--- src/rtl/otter_ctrl_fsm.sv ---
// Multicycle control unit for the OTTER RV32I core: fetch/execute/writeback sequencing,
// IR decode into ALU_FUN and datapath selects, memory handshake and interrupt entry/MRET.
module otter_ctrl_fsm (
  input  logic        CLK,
  input  logic        RST_N,
  input  logic [31:0] IR,
  input  logic        BR_EQ,
  input  logic        BR_LT,
  input  logic        BR_LTU,
  input  logic        INTR,
  input  logic        MIE,
  input  logic        MEM_RDY,
  output logic [3:0]  ALU_FUN,
  output logic        ALU_SRCA,
  output logic [1:0]  ALU_SRCB,
  output logic [2:0]  PC_SOURCE,
  output logic        PC_WRITE,
  output logic        REG_WRITE,
  output logic [1:0]  RF_WR_SEL,
  output logic        MEM_RDEN1,
  output logic        MEM_RDEN2,
  output logic        MEM_WE2,
  output logic        CSR_WE,
  output logic        INT_TAKEN,
  output logic        MRET_EXEC
);

  localparam logic [1:0] RESET_STATE = 2'b00;

  localparam logic [6:0] OpcOp     = 7'b0110011;
  localparam logic [6:0] OpcOpImm  = 7'b0010011;
  localparam logic [6:0] OpcLui    = 7'b0110111;
  localparam logic [6:0] OpcAuipc  = 7'b0010111;
  localparam logic [6:0] OpcJal    = 7'b1101111;
  localparam logic [6:0] OpcJalr   = 7'b1100111;
  localparam logic [6:0] OpcBranch = 7'b1100011;
  localparam logic [6:0] OpcLoad   = 7'b0000011;
  localparam logic [6:0] OpcStore  = 7'b0100011;
  localparam logic [6:0] OpcSystem = 7'b1110011;

  localparam logic [31:0] InsnMret = 32'h3020_0073;

  typedef enum logic [1:0] {
    StFetch = 2'b00,
    StExec  = 2'b01,
    StWb    = 2'b10,
    StIntr  = 2'b11
  } state_e;

  state_e state_q, state_d;

  logic [6:0] opcode;
  logic [2:0] funct3;
  logic       br_cond;
  logic       br_taken;
  logic       done;

  logic [3:0] alu_fun;
  logic       alu_srca;
  logic [1:0] alu_srcb;
  logic [2:0] pc_source;
  logic       pc_write;
  logic       reg_write;
  logic [1:0] rf_wr_sel;
  logic       mem_rden1;
  logic       mem_rden2;
  logic       mem_we2;
  logic       csr_we;
  logic       int_taken;
  logic       mret_exec;

  assign opcode = IR[6:0];
  assign funct3 = IR[14:12];

  // funct3[2:1] picks the comparison, funct3[0] inverts it; 010/011 never branch.
  always_comb begin
    case (funct3[2:1])
      2'b00:   br_cond = BR_EQ;
      2'b10:   br_cond = BR_LT;
      2'b11:   br_cond = BR_LTU;
      default: br_cond = 1'b0;
    endcase
    br_taken = (funct3[2:1] != 2'b01) & (br_cond ^ funct3[0]);
  end

  always_comb begin
    state_d   = state_q;
    done      = 1'b0;
    alu_fun   = 4'b0000;
    alu_srca  = 1'b0;
    alu_srcb  = 2'd0;
    pc_source = 3'd0;
    pc_write  = 1'b0;
    reg_write = 1'b0;
    rf_wr_sel = 2'd0;
    mem_rden1 = 1'b0;
    mem_rden2 = 1'b0;
    mem_we2   = 1'b0;
    csr_we    = 1'b0;
    int_taken = 1'b0;
    mret_exec = 1'b0;

    unique case (state_q)
      StFetch: begin
        mem_rden1 = 1'b1;
        if (MEM_RDY) begin
          state_d = StExec;
        end
      end

      StExec: begin
        done = 1'b1;
        case (opcode)
          OpcOp: begin
            alu_fun   = {IR[30], funct3};
            reg_write = 1'b1;
            rf_wr_sel = 2'd3;
          end
          OpcOpImm: begin
            alu_fun   = {(funct3 == 3'b101) & IR[30], funct3};
            alu_srcb  = 2'd1;
            reg_write = 1'b1;
            rf_wr_sel = 2'd3;
          end
          OpcLui: begin
            alu_fun   = 4'b1001;
            alu_srca  = 1'b1;
            reg_write = 1'b1;
            rf_wr_sel = 2'd3;
          end
          OpcAuipc: begin
            alu_srca  = 1'b1;
            alu_srcb  = 2'd3;
            reg_write = 1'b1;
            rf_wr_sel = 2'd3;
          end
          OpcJal: begin
            pc_source = 3'd3;
            reg_write = 1'b1;
          end
          OpcJalr: begin
            pc_source = 3'd1;
            reg_write = 1'b1;
          end
          OpcBranch: begin
            pc_source = br_taken ? 3'd2 : 3'd0;
          end
          OpcLoad: begin
            alu_srcb  = 2'd1;
            mem_rden2 = 1'b1;
            done      = 1'b0;
            state_d   = StWb;
          end
          OpcStore: begin
            alu_srcb = 2'd2;
            mem_we2  = 1'b1;
            done     = MEM_RDY;
          end
          OpcSystem: begin
            if (IR == InsnMret) begin
              pc_source = 3'd5;
              mret_exec = 1'b1;
            end else if (funct3 == 3'b001) begin
              csr_we    = 1'b1;
              reg_write = 1'b1;
              rf_wr_sel = 2'd1;
            end
          end
          default: ;
        endcase
        pc_write = done;
      end

      StWb: begin
        alu_srcb  = 2'd1;
        mem_rden2 = 1'b1;
        done      = MEM_RDY;
        if (MEM_RDY) begin
          reg_write = 1'b1;
          rf_wr_sel = 2'd2;
          pc_write  = 1'b1;
        end
      end

      StIntr: begin
        pc_write  = 1'b1;
        pc_source = 3'd4;
        int_taken = 1'b1;
        state_d   = StFetch;
      end
    endcase

    // Interrupts are only sampled on the cycle an instruction completes.
    if (done) begin
      state_d = (INTR & MIE) ? StIntr : StFetch;
    end
  end

  always_ff @(posedge CLK or negedge RST_N) begin
    if (!RST_N) begin
      state_q <= state_e'(RESET_STATE);
    end else begin
      state_q <= state_d;
    end
  end

  // Outputs are forced low asynchronously while reset is held.
  assign ALU_FUN   = RST_N ? alu_fun   : 4'b0000;
  assign ALU_SRCA  = RST_N & alu_srca;
  assign ALU_SRCB  = RST_N ? alu_srcb  : 2'd0;
  assign PC_SOURCE = RST_N ? pc_source : 3'd0;
  assign PC_WRITE  = RST_N & pc_write;
  assign REG_WRITE = RST_N & reg_write;
  assign RF_WR_SEL = RST_N ? rf_wr_sel : 2'd0;
  assign MEM_RDEN1 = RST_N & mem_rden1;
  assign MEM_RDEN2 = RST_N & mem_rden2;
  assign MEM_WE2   = RST_N & mem_we2;
  assign CSR_WE    = RST_N & csr_we;
  assign INT_TAKEN = RST_N & int_taken;
  assign MRET_EXEC = RST_N & mret_exec;

endmodule
--- config.mk ---
export PLATFORM = sky130hd
export DESIGN_NAME = otter_ctrl_fsm
export DESIGN_NICKNAME = d
export VERILOG_FILES = /design/src/rtl/otter_ctrl_fsm.sv
export SDC_FILE = /design/constraint.sdc
export NUM_CORES = 1
export LEC_CHECK = 0
export BUFFER_PORTS_ARGS = -buffer_cell sky130_fd_sc_hd__buf_2
export CAP_MARGIN = 30
export CORE_ASPECT_RATIO = 1.2
export CORE_MARGIN = 4
export CORE_UTILIZATION = 28
export DETAILED_ROUTE_END_ITERATION = 8
export PLACE_DENSITY = 0.74
export SETUP_SLACK_MARGIN = 0.3
export SLEW_MARGIN = 15
export SYNTH_ARGS = -nofsm -noshare
export SYNTH_HDL_FRONTEND = slang
export SYNTH_SLANG_ARGS = --single-unit
--- constraint.sdc ---
create_clock -name CLK -period 1.42 [get_ports CLK]
set_input_delay 0.142 -clock CLK [delete_from_list [all_inputs] [get_ports CLK]]
set_output_delay 0.142 -clock CLK [all_outputs]
set_load 0.02 [all_outputs]
; ---- After elaboration in Yosys (flattened, before gate mapping)
; Cells that the tools add are included.
[op_classes]
eq_ne = 21
n_mux = 44
bitwise_logic = 13
reduce_logical = 8
[ops]
columns = cell, count
row1 = "== test 32 x 30 -> 1 bit, second input constant", 1
row2 = "== test 7 bit, second input constant", 4
row3 = "== test 7 x 6 -> 1 bit, second input constant", 3
row4 = 2-to-1 mux 1 bit, 17
row5 = 2-to-1 mux 2 bit, 8
row6 = "== test 7 x 5 -> 1 bit, second input constant", 2
row7 = bitwise AND 1 bit, 12
row8 = case mux 2 bit (2 select lines), 3
row9 = case mux 2 bit (3 select lines), 2
row10 = case mux 3 bit (4 select lines), 1
row11 = case mux 4 bit (3 select lines), 1
row12 = case mux 1 bit (2 select lines), 5
row13 = "== test 2 bit, second input constant", 4
row14 = 2-to-1 mux 4 bit, 2
row15 = "== test 7 x 2 -> 1 bit, second input constant", 1
row16 = 2-to-1 mux 3 bit, 2
row17 = case mux 1 bit (3 select lines), 2
row18 = case mux 3 bit (2 select lines), 1
row19 = OR reduction 6 bit, 1
row20 = zero test 2 bit, 2
row21 = nonzero test 4 bit, 1
row22 = OR reduction 2 bit, 2
row23 = OR reduction 4 bit, 1
row24 = "== test 3 x 1 -> 1 bit, second input constant", 1
row25 = other kinds (7), 7
[word_totals]
regBits = 2
output_inout_bits = 20

; ---- Longest topological paths before layout
[logic_depth]
ltp_word = 8
ltp_mapped = 7
ltp_nobuf = 6

; ---- Worst setup path before layout
; Ideal clock, no wire load.
[synth_timing]
path_type = register to output
start = reg state_q[1]
end = out PC_SOURCE[0]
t_arrival_ns = 1.555
t_required_ns = 1.278
slack_ns = -0.277
stages_incl_launch_ff = 8
n_path_buf = 1
cell_sequence = dfrtp_1 inv_1 ha_1 buf_2 nand4_1 nor4b_1 nand4_1 o21ai_0
[synth_between]
elab_chain_cells = 3
word_cells_on_any_way = 4
[synth_lines]
columns = item, line
row1 = from (decl), 50  ; state_e state_q, state_d;
row2 = from (signal assigned), 201  ; state_q <= state_e'(RESET_STATE);
row3 = from (signal assigned), 203  ; state_q <= state_d;
row4 = == test 2 bit or == test 2 x 1 -> 1 bit (tied branches), 103  ; unique case (state_q)
row5 = case mux 3 bit (2 select lines) (*), 103
row6 = 2-to-1 mux 3 bit (*), 211  ; assign PC_SOURCE = RST_N ? pc_source : 3'd0;
row7 = to (decl), 16  ; output logic [2:0] PC_SOURCE,
; Every way passes the cells marked *; elsewhere a longest branch is shown, timed or not.

; ---- Final worst setup path
[layout_timing]
start = reg state_q[0]
end = out PC_WRITE
[layout_between]
elab_chain_cells = 3
word_cells_on_any_way = 5
[layout_lines]
columns = item, line
row1 = == test 2 bit or == test 2 x 1 -> 1 bit (tied branches), 103
row2 = case mux 1 bit (3 select lines) (*), 103
row3 = bitwise AND 1 bit (*), 212  ; assign PC_WRITE = RST_N & pc_write;
row4 = to (decl), 17  ; output logic PC_WRITE,
; Marked as above.

==> out/metrics.cfg <==
[place]
place_congestion=0.8102
dp.final_hpwl_um=2233
dp_cells=200
pre_cts_slack_ns=-0.2228
placed_cell_area_um2=1181
io_buffers=59

[sta]
rsz0062_at_grt=yes
fin_crit_sh=1.314
setup_viol=20
period_minus_slack_ns=1.866
hold_slack_ns=0.1949
maxSlewViolCount=0
finalClockSkew_ns=0.001723
fmax_mhz=535.8
worst_slew_margin_rel=0.7194
setup_ws_ns=-0.4464
tightest_slew_ns=0.4103
finalHoldViolations=0

[synthesis]
synth_top_area_cell=dfrtp_1
synth_top_area_share=0.07663
synthTopCellsByArea=dfrtp_1 (7.7%), ha_1 (7.7%), mux2i_1 (7.7%), o21ai_0 (6.1%), nand2_1 (5.7%)
avgSynthCellArea_um2=6.803
synthFlopType=dfrtp_1
syn_area_um2=653.1
synth_edf_count=0
async_flop_share=1.000
ys_ff_latch=2
syn_inst=96
seq_area_frac_synth=0.07663
yosysWarningCount=0
synth_nets=140
yosysUniqueCellTypes=39

[power_and_ir_drop]
p_leak_nw=0.7055
power.total_mw=1.385
vdd_ir_drop_max_v=0.0008478
power.density_nw_per_um2=963.6

[final_layout]
final_cells=208
design_area_um2=1438
reg.largest.list=state_q (2)
area_growth_pct=120.1
fin_nets=224
largest-register=state_q
largest_register_ffs=2
fillers=175
drive_gt1_frac=0.6629
num_antenna_cells=0

[detailed_routing]
dr.pass1.iters=4
wl_per_cell_um=13.58
viasPerCell=5.005
totalWireLength_um=2825
drc=0
drtAntennaViolNets=0
vias=1041
drtIter0Drc=6

[floorplan]
ios=60
die_w_um=52.09
row_count=18
die_y_um=60.91
design.die.area_um2=3173
start_util=0.3053
core_um2=2140

[global_route]
grt_overflow_total=0
grt_pass1_wl_um=4209
grt_usage=0.1744
grt_max_degree=10
grt_pass1_vias=965
antenna_found_initial=0

[cts]
root_buffer=clkbuf_4
clk_path_buf_depth=2
insertion_delay_ns=0.22
path_clk_slew_ns=0.03
tritoncts=built
clkSinkCount=2
numCtsBuffers=3
cts_max_level=1

[setup_path]
worstSetupStartpointType=flop
crit_type=flop to output port
critical_path_required_ns=1.28
cp.arrival_ns=1.72
crit_path_frequent_cell=buf_6
critPathMaxFanout=6
cpMaxStageDelayCell=dfrtp_1
max_stage_delay_ns=0.41
crit_chain=ha_4 -> buf_4 -> buf_6 -> a21boi_4 -> o311a_1 -> buf_6
cp-end-kind=output port

[status]
status=finished, violations left
failed_checks=negative setup slack

[job]
max-cap-violations=0

[hold_path]
hp-class=input pin to flop

## cells in the mapped netlist (all sizes together), types with 3 or more instances
library cell,number
ha,4
o21ai,9
nand2,10
nand3,4
nor4,3
mux2i,5
buf,4
inv,8
and2,3
nand2b,3
nand4,4
nor2,10
## cells by family after synthesis
logic type	synth area share
fa+ha+maj	0.07663
compound gates	0.2242
mux	0.07663
buf+inv	0.08620
flops	0.07663
simple gates	0.4464
xor+xnor	0.01341
## metal layers
metal  global-route usage  part of all wire  up-vias
met1               0.1880              0.36      465
met5                    0                 0        -
met2               0.3285              0.52       53
met4              0.07865             0.010        0
li1                     -                 -      519
met3              0.02948              0.11        4
## cells in the final DEF, fill, tap and decap left out, types with 2 or more instances in the layout
master	n
buf_6	15
dfrtp_1	2
nor2_1	5
o21ai_0	5
nor4_1	3
nand2b_1	3
ha_4	2
mux2i_1	5
ha_2	2
inv_1	5
nor2_4	4
buf_2	44
nand2_2	2
buf_4	23
nand4_1	4
clkbuf_4	3
o21ai_2	2
nand2_1	7
nand3_1	3
inv_2	3
## worst max-delay path: cells and delay by family, from the launching register on
family | cells | cell delay (ns)
fa+ha+maj | 1 | 0.18
buf+inv | 3 | 0.39
flops | 1 | 0.41
compound gates | 2 | 0.52
## power breakdown
group | switching [mW] | internal, mW
Combinational | 0.556 | 0.598
Sequential | 0.0250 | 0.0823
Clock | 0.0311 | 0.0931
## layout make-up
type,instances,area (µm²),area share
multi-input combinational,82,725.7,0.5048
sequential,2,50.05,0.03481
inverter,8,30.03,0.02089
clock buffer,3,22.52,0.01567
tap,30,37.54,0.02611
timing repair buffer,83,571.8,0.3977
## per-stage QoR
step             util  TNS [ns]
2_1_floorplan       -    -1.396
3_3_place_gp   0.5520    -1.541
3_5_place_dp   0.5520    -2.058
4_1_cts        0.6468    -5.199
5_1_grt        0.6719    -7.940
6_report       0.6719    -6.156
## worst paths after layout
kind / from / to / slack, ns / cells after the start
hold / removal: MIE / state_q[1]$_DFFE_PN0P_ / 0.19 / 3
setup reg to reg: state_q[0]$_DFFE_PN0P_ / state_q[0]$_DFFE_PN0P_ / -0.19 / 8
min in group asynchronous: RST_N / state_q[0]$_DFFE_PN0P_ / 0.48 / 3
hold reg to reg: state_q[1]$_DFFE_PN0P_ / state_q[1]$_DFFE_PN0P_ / 0.84 / 4
max in group asynchronous: RST_N / state_q[1]$_DFFE_PN0P_ / 0.81 / 3
setup / recovery: state_q[0]$_DFFE_PN0P_ / PC_WRITE / -0.45 / 6
## what timing repair did
action | in CTS | in global routing
pin swaps | 4 | 2
buffers inserted | 2 | 2
gates resized for setup | 44 | 9
hold buffers | 1 | 0
endpoints found under the hold margin | 2 | 0
endpoints found under the setup margin | 22 | 22
Note: power is estimated with default switching activity, not from simulation.
